<file path="src/rtl/pacman_pkg.sv">
// Shared pac-man definitions: direction codes, screen size and ghost FSM states.
package pacman_pkg;

    localparam int unsigned SCREEN_W = 160;
    localparam int unsigned SCREEN_H = 120;

    typedef enum logic [1:0] {
        DIR_UP    = 2'b00,
        DIR_DOWN  = 2'b01,
        DIR_LEFT  = 2'b10,
        DIR_RIGHT = 2'b11
    } dir_t;

    typedef enum logic [1:0] {
        IDLE,
        RUN,
        MOVE,
        FROZEN
    } ghost_state_t;

endpackage

</file>
<file path="src/rtl/ghost_lfsr.sv">
// Free-running 16-bit Fibonacci LFSR (taps 16,14,13,11) with seed reload on lock-up.
module ghost_lfsr #(
    parameter logic [15:0] SEED = 16'hACE1
) (
    input  logic        clk,
    input  logic        reset,
    output logic [15:0] q
);

    logic feedback;

    assign feedback = q[15] ^ q[13] ^ q[12] ^ q[10];

    always_ff @(posedge clk) begin
        if (!reset) begin
            q <= SEED;
        end else if (q == '0) begin
            q <= SEED;
        end else begin
            q <= {q[14:0], feedback};
        end
    end

endmodule

</file>
<file path="src/rtl/ghost_engine.sv">
// Ghost position, mode and pac collision generator for the pac-man processor.
// Build option: define GHOST_CHASE_EN to steer the ghost toward pac on 3 of 4 steps.
module ghost_engine
    import pacman_pkg::*;
#(
    parameter int unsigned GHOST_X0    = 80,
    parameter int unsigned GHOST_Y0    = 60,
    parameter int unsigned STEP        = 4,
    parameter int unsigned SPRITE      = 8,
    parameter int unsigned X_MAX       = SCREEN_W - SPRITE,
    parameter int unsigned Y_MAX       = SCREEN_H - SPRITE,
    parameter int unsigned MODE_PERIOD = 16,
    parameter logic [15:0] LFSR_SEED   = 16'hACE1
) (
    input  logic       clk,
    input  logic       reset,
    input  logic       startGame,
    input  logic       en_ghostRand,
    input  logic       s_game_over,
    input  logic [7:0] xPac,
    input  logic [6:0] yPac,
    output logic [7:0] xGhost,
    output logic [6:0] yGhost,
    output logic       badGhostYes,
    output logic       goodGhosthahaJK,
    output logic       touchingGhost
);

    localparam int unsigned      CNT_W    = (MODE_PERIOD > 1) ? $clog2(MODE_PERIOD) : 1;
    localparam logic [CNT_W-1:0] CNT_LAST = CNT_W'(MODE_PERIOD - 1);
    localparam logic [7:0]       X0       = 8'(GHOST_X0);
    localparam logic [6:0]       Y0       = 7'(GHOST_Y0);
    localparam logic [7:0]       XSTEP    = 8'(STEP);
    localparam logic [6:0]       YSTEP    = 7'(STEP);
    localparam logic [7:0]       XMAX     = 8'(X_MAX);
    localparam logic [6:0]       YMAX     = 7'(Y_MAX);
    localparam logic [8:0]       SPR_X    = 9'(SPRITE);
    localparam logic [7:0]       SPR_Y    = 8'(SPRITE);

    ghost_state_t     state, state_next;
    logic [15:0]      lfsr;
    logic             lfsr_unused;
    logic [CNT_W-1:0] mode_cnt, cnt_next;
    logic [7:0]       x_next, x_left, x_right;
    logic [6:0]       y_next, y_up, y_down;
    logic [8:0]       x_sum;
    logic [7:0]       y_sum;
    logic             bad_next, good_next, touch_next;
    logic signed [8:0] dx;
    logic signed [7:0] dy;
    logic [8:0]       adx;
    logic [7:0]       ady;
    logic             overlap;
    dir_t             dir;
    logic             chase_hold;

    ghost_lfsr #(.SEED(LFSR_SEED)) u_lfsr (
        .clk   (clk),
        .reset (reset),
        .q     (lfsr)
    );

    assign lfsr_unused = ^lfsr[14:2];

    // Pac minus ghost, widened by one bit so both operands stay non-negative.
    assign dx      = $signed({1'b0, xPac}) - $signed({1'b0, xGhost});
    assign dy      = $signed({1'b0, yPac}) - $signed({1'b0, yGhost});
    assign adx     = dx[8] ? -dx : dx;
    assign ady     = dy[7] ? -dy : dy;
    assign overlap = (adx < SPR_X) && (ady < SPR_Y);

    assign x_sum   = {1'b0, xGhost} + {1'b0, XSTEP};
    assign y_sum   = {1'b0, yGhost} + {1'b0, YSTEP};
    assign x_left  = (xGhost < XSTEP) ? '0 : xGhost - XSTEP;
    assign x_right = (x_sum > {1'b0, XMAX}) ? XMAX : x_sum[7:0];
    assign y_up    = (yGhost < YSTEP) ? '0 : yGhost - YSTEP;
    assign y_down  = (y_sum > {1'b0, YMAX}) ? YMAX : y_sum[6:0];

`ifdef GHOST_CHASE_EN
    // Chase along the axis with the larger gap (ties to x); stand still if already aligned.
    always_comb begin
        dir        = dir_t'(lfsr[1:0]);
        chase_hold = 1'b0;
        if (lfsr[3:2] != 2'b00) begin
            if (adx >= {1'b0, ady}) begin
                if (dx == '0) begin
                    chase_hold = 1'b1;
                end else begin
                    dir = dx[8] ? DIR_LEFT : DIR_RIGHT;
                end
            end else begin
                dir = dy[7] ? DIR_UP : DIR_DOWN;
            end
        end
    end
`else
    assign dir        = dir_t'(lfsr[1:0]);
    assign chase_hold = 1'b0;
`endif

    always_comb begin
        state_next = state;
        x_next     = xGhost;
        y_next     = yGhost;
        bad_next   = badGhostYes;
        good_next  = goodGhosthahaJK;
        cnt_next   = mode_cnt;
        touch_next = overlap;
        unique case (state)
            IDLE: begin
                touch_next = 1'b0;
                if (startGame) state_next = RUN;
            end
            RUN: begin
                if (s_game_over)       state_next = FROZEN;
                else if (en_ghostRand) state_next = MOVE;
            end
            MOVE: begin
                if (!chase_hold) begin
                    unique case (dir)
                        DIR_UP:    y_next = y_up;
                        DIR_DOWN:  y_next = y_down;
                        DIR_LEFT:  x_next = x_left;
                        DIR_RIGHT: x_next = x_right;
                    endcase
                end
                if (mode_cnt == CNT_LAST) begin
                    cnt_next  = '0;
                    bad_next  = !badGhostYes;
                    good_next = badGhostYes ? lfsr[15] : 1'b0;
                end else begin
                    cnt_next = mode_cnt + 1'b1;
                end
                state_next = s_game_over ? FROZEN : RUN;
            end
            FROZEN: begin
                touch_next = touchingGhost;
                if (startGame) begin
                    x_next     = X0;
                    y_next     = Y0;
                    bad_next   = 1'b1;
                    good_next  = 1'b0;
                    cnt_next   = '0;
                    state_next = RUN;
                end
            end
        endcase
    end

    always_ff @(posedge clk) begin
        if (!reset) begin
            state           <= IDLE;
            xGhost          <= X0;
            yGhost          <= Y0;
            badGhostYes     <= 1'b1;
            goodGhosthahaJK <= 1'b0;
            touchingGhost   <= 1'b0;
            mode_cnt        <= '0;
        end else begin
            state           <= state_next;
            xGhost          <= x_next;
            yGhost          <= y_next;
            badGhostYes     <= bad_next;
            goodGhosthahaJK <= good_next;
            touchingGhost   <= touch_next;
            mode_cnt        <= cnt_next;
        end
    end

endmodule

</file>
<file path="config.mk">
export PLATFORM = sky130hd
export DESIGN_NAME = ghost_engine
export DESIGN_NICKNAME = d
export VERILOG_FILES = /design/src/rtl/pacman_pkg.sv /design/src/rtl/ghost_lfsr.sv /design/src/rtl/ghost_engine.sv
export SDC_FILE = /design/constraint.sdc
export NUM_CORES = 1
export LEC_CHECK = 0
export CAP_MARGIN = 10
export CORE_MARGIN = 2
export CORE_UTILIZATION = 60
export CTS_CLUSTER_SIZE = 16
export DETAILED_ROUTE_END_ITERATION = 12
export PLACE_DENSITY = 0.86
export SLEW_MARGIN = 40
export SYNTH_ARGS = -nofsm -noshare
export SYNTH_HDL_FRONTEND = slang
export SYNTH_HIERARCHICAL = 1
export SYNTH_SLANG_ARGS = --single-unit
</file>
<file path="constraint.sdc">
create_clock -name clk -period 7.6 [get_ports clk]
set_clock_uncertainty 0.05 [all_clocks]
set_input_delay 0.76 -clock clk [delete_from_list [all_inputs] [get_ports clk]]
set_output_delay 0.76 -clock clk [all_outputs]
set_load 0.02 [all_outputs]
</file>
# ---- Word-level counts from Yosys, hierarchy flattened
# Cells that the tools add are included.
dict set report word_totals {
  register_bits 40
  out_inout_bits 18
  wordCells 81
}
dict set report op_classes {
  addsub 9
  magnitude_cmp 6
  n_eq_ne 13
  n_mux 28
  n_bitwise 4
  reduce_logical 13
}
# cell count
set op_table {}
lappend op_table {{8-bit two-way mux} 4}
lappend op_table {{8-bit one-hot mux with 2 select lines} 2}
lappend op_table {{7-bit one-hot mux with 2 select lines} 2}
lappend op_table {{7-bit two-way mux} 3}
lappend op_table {{16-bit logical NOT} 1}
lappend op_table {{8-bit by 3-bit adder with 9-bit output, second input constant} 1}
lappend op_table {{9-bit by 8-bit > comparator with 1-bit output, second input constant} 1}
lappend op_table {{9-bit by 4-bit less-than comparator with 1-bit output, second input constant} 1}
lappend op_table {{9-bit two-way mux} 1}
lappend op_table {{9-bit negation} 1}
lappend op_table {{3-bit AND reduction} 3}
lappend op_table {{8-bit by 8-bit subtractor with 9-bit output} 1}
lappend op_table {{7-bit by 3-bit adder with 8-bit output, second input constant} 1}
lappend op_table {{2-bit == test, second input constant} 4}
lappend op_table {{8-bit by 7-bit > comparator with 1-bit output, second input constant} 1}
lappend op_table {{8-bit by 3-bit less-than comparator with 1-bit output, second input constant} 1}
lappend op_table {{8-bit by 4-bit less-than comparator with 1-bit output, second input constant} 1}
lappend op_table {{2-bit two-way mux} 4}
lappend op_table {{4-bit two-way mux} 2}
lappend op_table {{8-bit negation} 1}
lappend op_table {{4-bit one-hot mux with 2 select lines} 1}
lappend op_table {{7-bit by 7-bit subtractor with 8-bit output} 1}
lappend op_table {{8-bit by 3-bit subtractor with 8-bit output, second input constant} 1}
lappend op_table {{7-bit by 3-bit less-than comparator with 1-bit output, second input constant} 1}
lappend op_table {{19 further kinds} 33}

# ---- Depth between registers and ports, before layout
dict set report logic_depth {
  ltp_word 6
  ltp_mapped 9
  ltp_nobuf 8
}

# ---- Cells and area by module
# The synthesis kept the hierarchy.
# module n_inst cells_per_inst area_per_inst_um2 seq_area_each_um2
set modules_own_cells {}
lappend modules_own_cells {ghost_engine 1 308 2284.7 400.4}
lappend modules_own_cells {ghost_lfsr 1 41 561.8 320.3}

# ---- Worst setup path before layout
# No wires, ideal clock.
dict set report synth_timing {
  kind {input-to-reg}
  from {input xPac[2]}
  to {register touchingGhost}
  setup_ns 0.084
  t_arrival_ns 2.472
  t_required_ns 7.466
  slack_ns 4.993
  stages 7
  path_buffers 0
  path_cell_list {ha_1 > nor2b_4 > o2111a_1 > o221a_1 > or3_1 > o41a_1 > o31ai_2}
}
dict set report synth_between {
  elab_chain_cells 6
}
# item line
set synth_lines {}
lappend synth_lines {{from (decl)} ghost_engine.sv:20} ;# input logic [7:0] xPac,
lappend synth_lines {{8-bit by 8-bit subtractor with 9-bit output *} ghost_engine.sv:66} ;# assign dx = $signed({1'b0, xPac}) - $signed({1'b0, xGhost});
lappend synth_lines {{9-bit negation} ghost_engine.sv:68} ;# assign adx = dx[8] ? -dx : dx;
lappend synth_lines {{9-bit two-way mux *} ghost_engine.sv:68}
lappend synth_lines {{9-bit by 4-bit less-than comparator with 1-bit output *} ghost_engine.sv:70} ;# assign overlap = (adx < SPR_X) && (ady < SPR_Y);
lappend synth_lines {{1-bit logical AND *} ghost_engine.sv:70}
lappend synth_lines {{1-bit one-hot mux with 2 select lines *} ghost_engine.sv:109} ;# unique case (state)
lappend synth_lines {{to (signal assigned)} ghost_engine.sv:165} ;# touchingGhost <= touch_next;
lappend synth_lines {{to (decl)} ghost_engine.sv:26} ;# output logic touchingGhost
# Every way passes the cells marked *; elsewhere a longest branch is shown, timed or not.
# A chain may end at the register's enable or synchronous reset.

# ---- Worst setup path in the final report
dict set report layout_timing {
  from {input xPac[4]}
  to {register touchingGhost}
}
# The elaborated chain is that of the path after synthesis.

==> reports/results.tsv <==
stage	metric	value	unit
detailed_routing	drt-total-wl	6190	um
pwr	p_leak	0.00132	uW
detailed_routing	vias_per_cell	6.15	
synth	ys.flop_type	dfxtp_1	
timing	rsz0062_at_grt	no	
pwr	swShare	43.1	%
synth	synthTopCellsByArea	dfxtp_1 25%, ha_1 11%, inv_1 3.6%	
timing	tightest_slew	0.629	ns
detailed_routing	vias	2669	
synth	async_reset_ff_share	0	%
detailed_routing	firstDrtPassIters	5	
synth	synth_warnings	6	
grt	grt_max_degree	33	
critical_path	crit_required	7.77	ns
detailed_routing	drtAntennaViolNets	0	
timing	post-route-period-util	37.7	%
grt	grtUsageTotal	24.9	%
timing	hold_viol_final	0	
grt	grt_pass1_vias	2336	
synth	synth.avg_cell_area	8.16	um2
timing	fin_setup_tns	0	ns
timing	slew_viol_final	0	
pwr	clkPwrFrac	17.7	%
synth	synth_top_area_cell	dfxtp_1	
grt	globalRouteOverflowTotal	0	
critical_path	critPathTopFamily	compound AO/OA/AOI/OAI gates	
pwr	peakVddDrop	0.194	mV
clock_network	root_buffer	clkbuf_8	
critical_path	crit_chain	clkdlybuf4s50_1 > ha_1 > a21oi_1 > o21ai_1 > o221a_1 > or3_1 > o41a_1 > o31ai_2	
clock_network	ctsResizeCount	0	
critical_path	path_buf_inv	1	
die	fp-row-count	25	
synth	yosysTopAreaCellShare	25.3	%
critical_path	cp-end-kind	register	
pwr	internal-power	541	uW
die	core_area	0.00466	mm2
critical_path	path_max_fanout	5	
synth	syn-cell-area	0.00285	mm2
layout	n_antenna_cell	0	
clock_network	htreeDepth	2	
layout	fin_area	0.00330	mm2
detailed_routing	drcViolationCount	0	
clock_network	clockBufferDepth	2	
clock_network	cts_tree	done	
job	drv_cap	0	
die	dieWidth	72.9	um
layout	area_delta_synth_final	16.0	%
place	port_buffers	33	
die	die_h	72.9	um
place	placedInstanceArea	0.00319	mm2
place	dp.final_hpwl	4520	um
pwr	p_comb_share	53.4	%
synth	ys_types	62	
worst_hold_path	min_path_type	reg2reg	
pwr	p_sw	409	uW
clock_network	cts.sinks	36	
die	start_util	61.1	%
timing	setup_violations	0	
critical_path	crit_type	in2reg	
grt	grt_pass1_wl	10700	um
place	place_congestion	0.881	
grt	antenna_found_initial	0	
run_status	outcome	finished, final reports clean	
layout	fin_cells	434	
synth	netlist_instances	349	
timing	post-route-min-period	2.86	ns
clock_network	clk_pin_slew	0.08	ns
die	dieArea	0.00531	mm2
layout	final_nets	423	
detailed_routing	drt_iter0_drc	229	
clock_network	post_cts_buffers	0	
clock_network	numCtsBuffers	5	
pwr	power_density	287	mW/mm2
detailed_routing	wire_per_inst	14.3	um
die	io-pin-count	38	
layout	drive_above_1_share	6.84	%
synth	ys_seq_area_share	25.3	%
timing	timing.slew.headroom	57.6	%
synth	synth-edff-count	0	
pwr	p_seq_share	28.9	%
critical_path	worst_path_max_delay_cell	clkdlybuf4s50_1	
clock_network	hold_buffers	0	
critical_path	arrival	3.03	ns
critical_path	critPathMaxStageDelay	0.41	ns
synth	synth_seq_cells	36	
timing	fmax	349	MHz
clock_network	clk_latency	0.29	ns
place	placedCellCount	426	
critical_path	start_kind	input pin	
cells in the mapped netlist, types with 6 or more instances:
cell type / number
dfxtp_1: 36
inv_1: 27
ha_1: 24
nand2_1: 24
o21ai_0: 20
a21oi_1: 19
nor2_1: 17
nand2b_1: 14
nand3_1: 14
and2_1: 11
a211oi_1: 10
clkbuf_1: 9
nor2b_1: 9
o211ai_1: 6
power by group through the flow:
stage          registers [uW]  clock network, uW  logic [uW]
3_5_place_dp              277                  0         500
2_1_floorplan             280                  0         369
3_3_place_gp              276                  0         486
5_1_grt                   283                179         568
6_report                  275                168         507
4_1_cts                   273                172         503
flip-flops by register name, summed over array words and instances (netlist names):
register         cells
badGhostYes          1
goodGhosthahaJK      1
mode_cnt             4
state                2
touchingGhost        1
u_lfsr/q            16
xGhost               6
yGhost               5
area by class of cell:
type	count	area, um2
inverters	27	101
flip-flops and latches	36	721
repair buffers	34	338
well taps	54	67.6
clock inverters	3	42.5
fillers	390	1360
multi-input cells	275	1960
clock buffers	5	68.8
cells in the final DEF, fill, tap and decap left out, types with 3 or more instances in the layout:
| cell | Yosys | layout |
|---|---|---|
| o22ai_1 | 5 | 5 |
| nand2b_1 | 14 | 14 |
| clkdlybuf4s50_1 | 0 | 33 |
| a21oi_1 | 19 | 19 |
| o31ai_1 | 5 | 5 |
| dfxtp_1 | 36 | 36 |
| nand3_1 | 14 | 14 |
| conb_1 | 1 | 6 |
| or3b_2 | 3 | 3 |
| o211ai_1 | 6 | 6 |
| o21ai_0 | 20 | 20 |
| inv_1 | 27 | 27 |
| nor2_1 | 17 | 17 |
| nor4_4 | 4 | 4 |
| a31oi_1 | 5 | 5 |
| ha_1 | 24 | 24 |
| xor2_1 | 4 | 4 |
| a21boi_0 | 5 | 5 |
| nor4_1 | 3 | 3 |
| xnor2_1 | 5 | 5 |
| and3_1 | 4 | 4 |
| clkbuf_8 | 0 | 5 |
| nand2_1 | 24 | 24 |
| nor2b_1 | 9 | 9 |
| a211oi_1 | 10 | 10 |
| or3_1 | 4 | 4 |
| a21o_1 | 3 | 3 |
| a2111oi_0 | 3 | 3 |
| mux2i_1 | 4 | 4 |
| and2_1 | 11 | 11 |
| nor3_1 | 3 | 3 |
| nor3b_1 | 3 | 3 |
logic make-up after synthesis:
| logic type | share of synthesized area [%] |
|---|---|
| buffers and inverters | 6.33 |
| DFF | 25.3 |
| other | 0.132 |
| and+or+nand+nor | 26.4 |
| muxes | 1.41 |
| AOI/OAI and AO/OA | 26.8 |
| adders and majority gates | 10.9 |
| xor gates and xnor gates | 2.77 |
routing by layer:
layer / GRT usage (%) / vias to the layer above / wire, um
li1: - / 1341 / -
met1: 36.2 / 1223 / 2900
met2: 38.5 / 96 / 2840
met3: 5.66 / 9 / 414
met4: 4.12 / 0 / 41
met5: 0 / - / 0
stage by stage:
stage	total power, uW	hold slack, ns	utilization, %	setup WS, ns
after floorplan	649	0.423	-	4.99
after global placement	762	0.436	68.5	4.50
after detailed placement	777	0.443	68.5	4.44
after CTS	949	0.455	70.9	4.75
after global routing	1030	0.472	70.9	4.59
final	950	0.453	70.9	4.74
worst reg2reg max path: cells and delay by family (launching register included):
family	cells	cell delay, ns
DFF	1	0.58
buffers and inverters	1	0.11
and+or+nand+nor	1	0.35
adders and majority gates	1	0.36
AOI/OAI and AO/OA	5	1.16
final timing paths:
kind | from | end | slack (ns) | depth (start not counted)
max | xPac[4] | touchingGhost$_SDFFE_PN0N_ | 4.74 | 8
min | touchingGhost$_SDFFE_PN0N_ | touchingGhost$_SDFFE_PN0N_ | 0.45 | 2
min reg2reg | touchingGhost$_SDFFE_PN0N_ | touchingGhost$_SDFFE_PN0N_ | 0.45 | 2
max reg2reg | xGhost[4]$_SDFFE_PN1P_ | touchingGhost$_SDFFE_PN0N_ | 4.93 | 8
No activity file was read; power rests on OpenSTA's default activity.
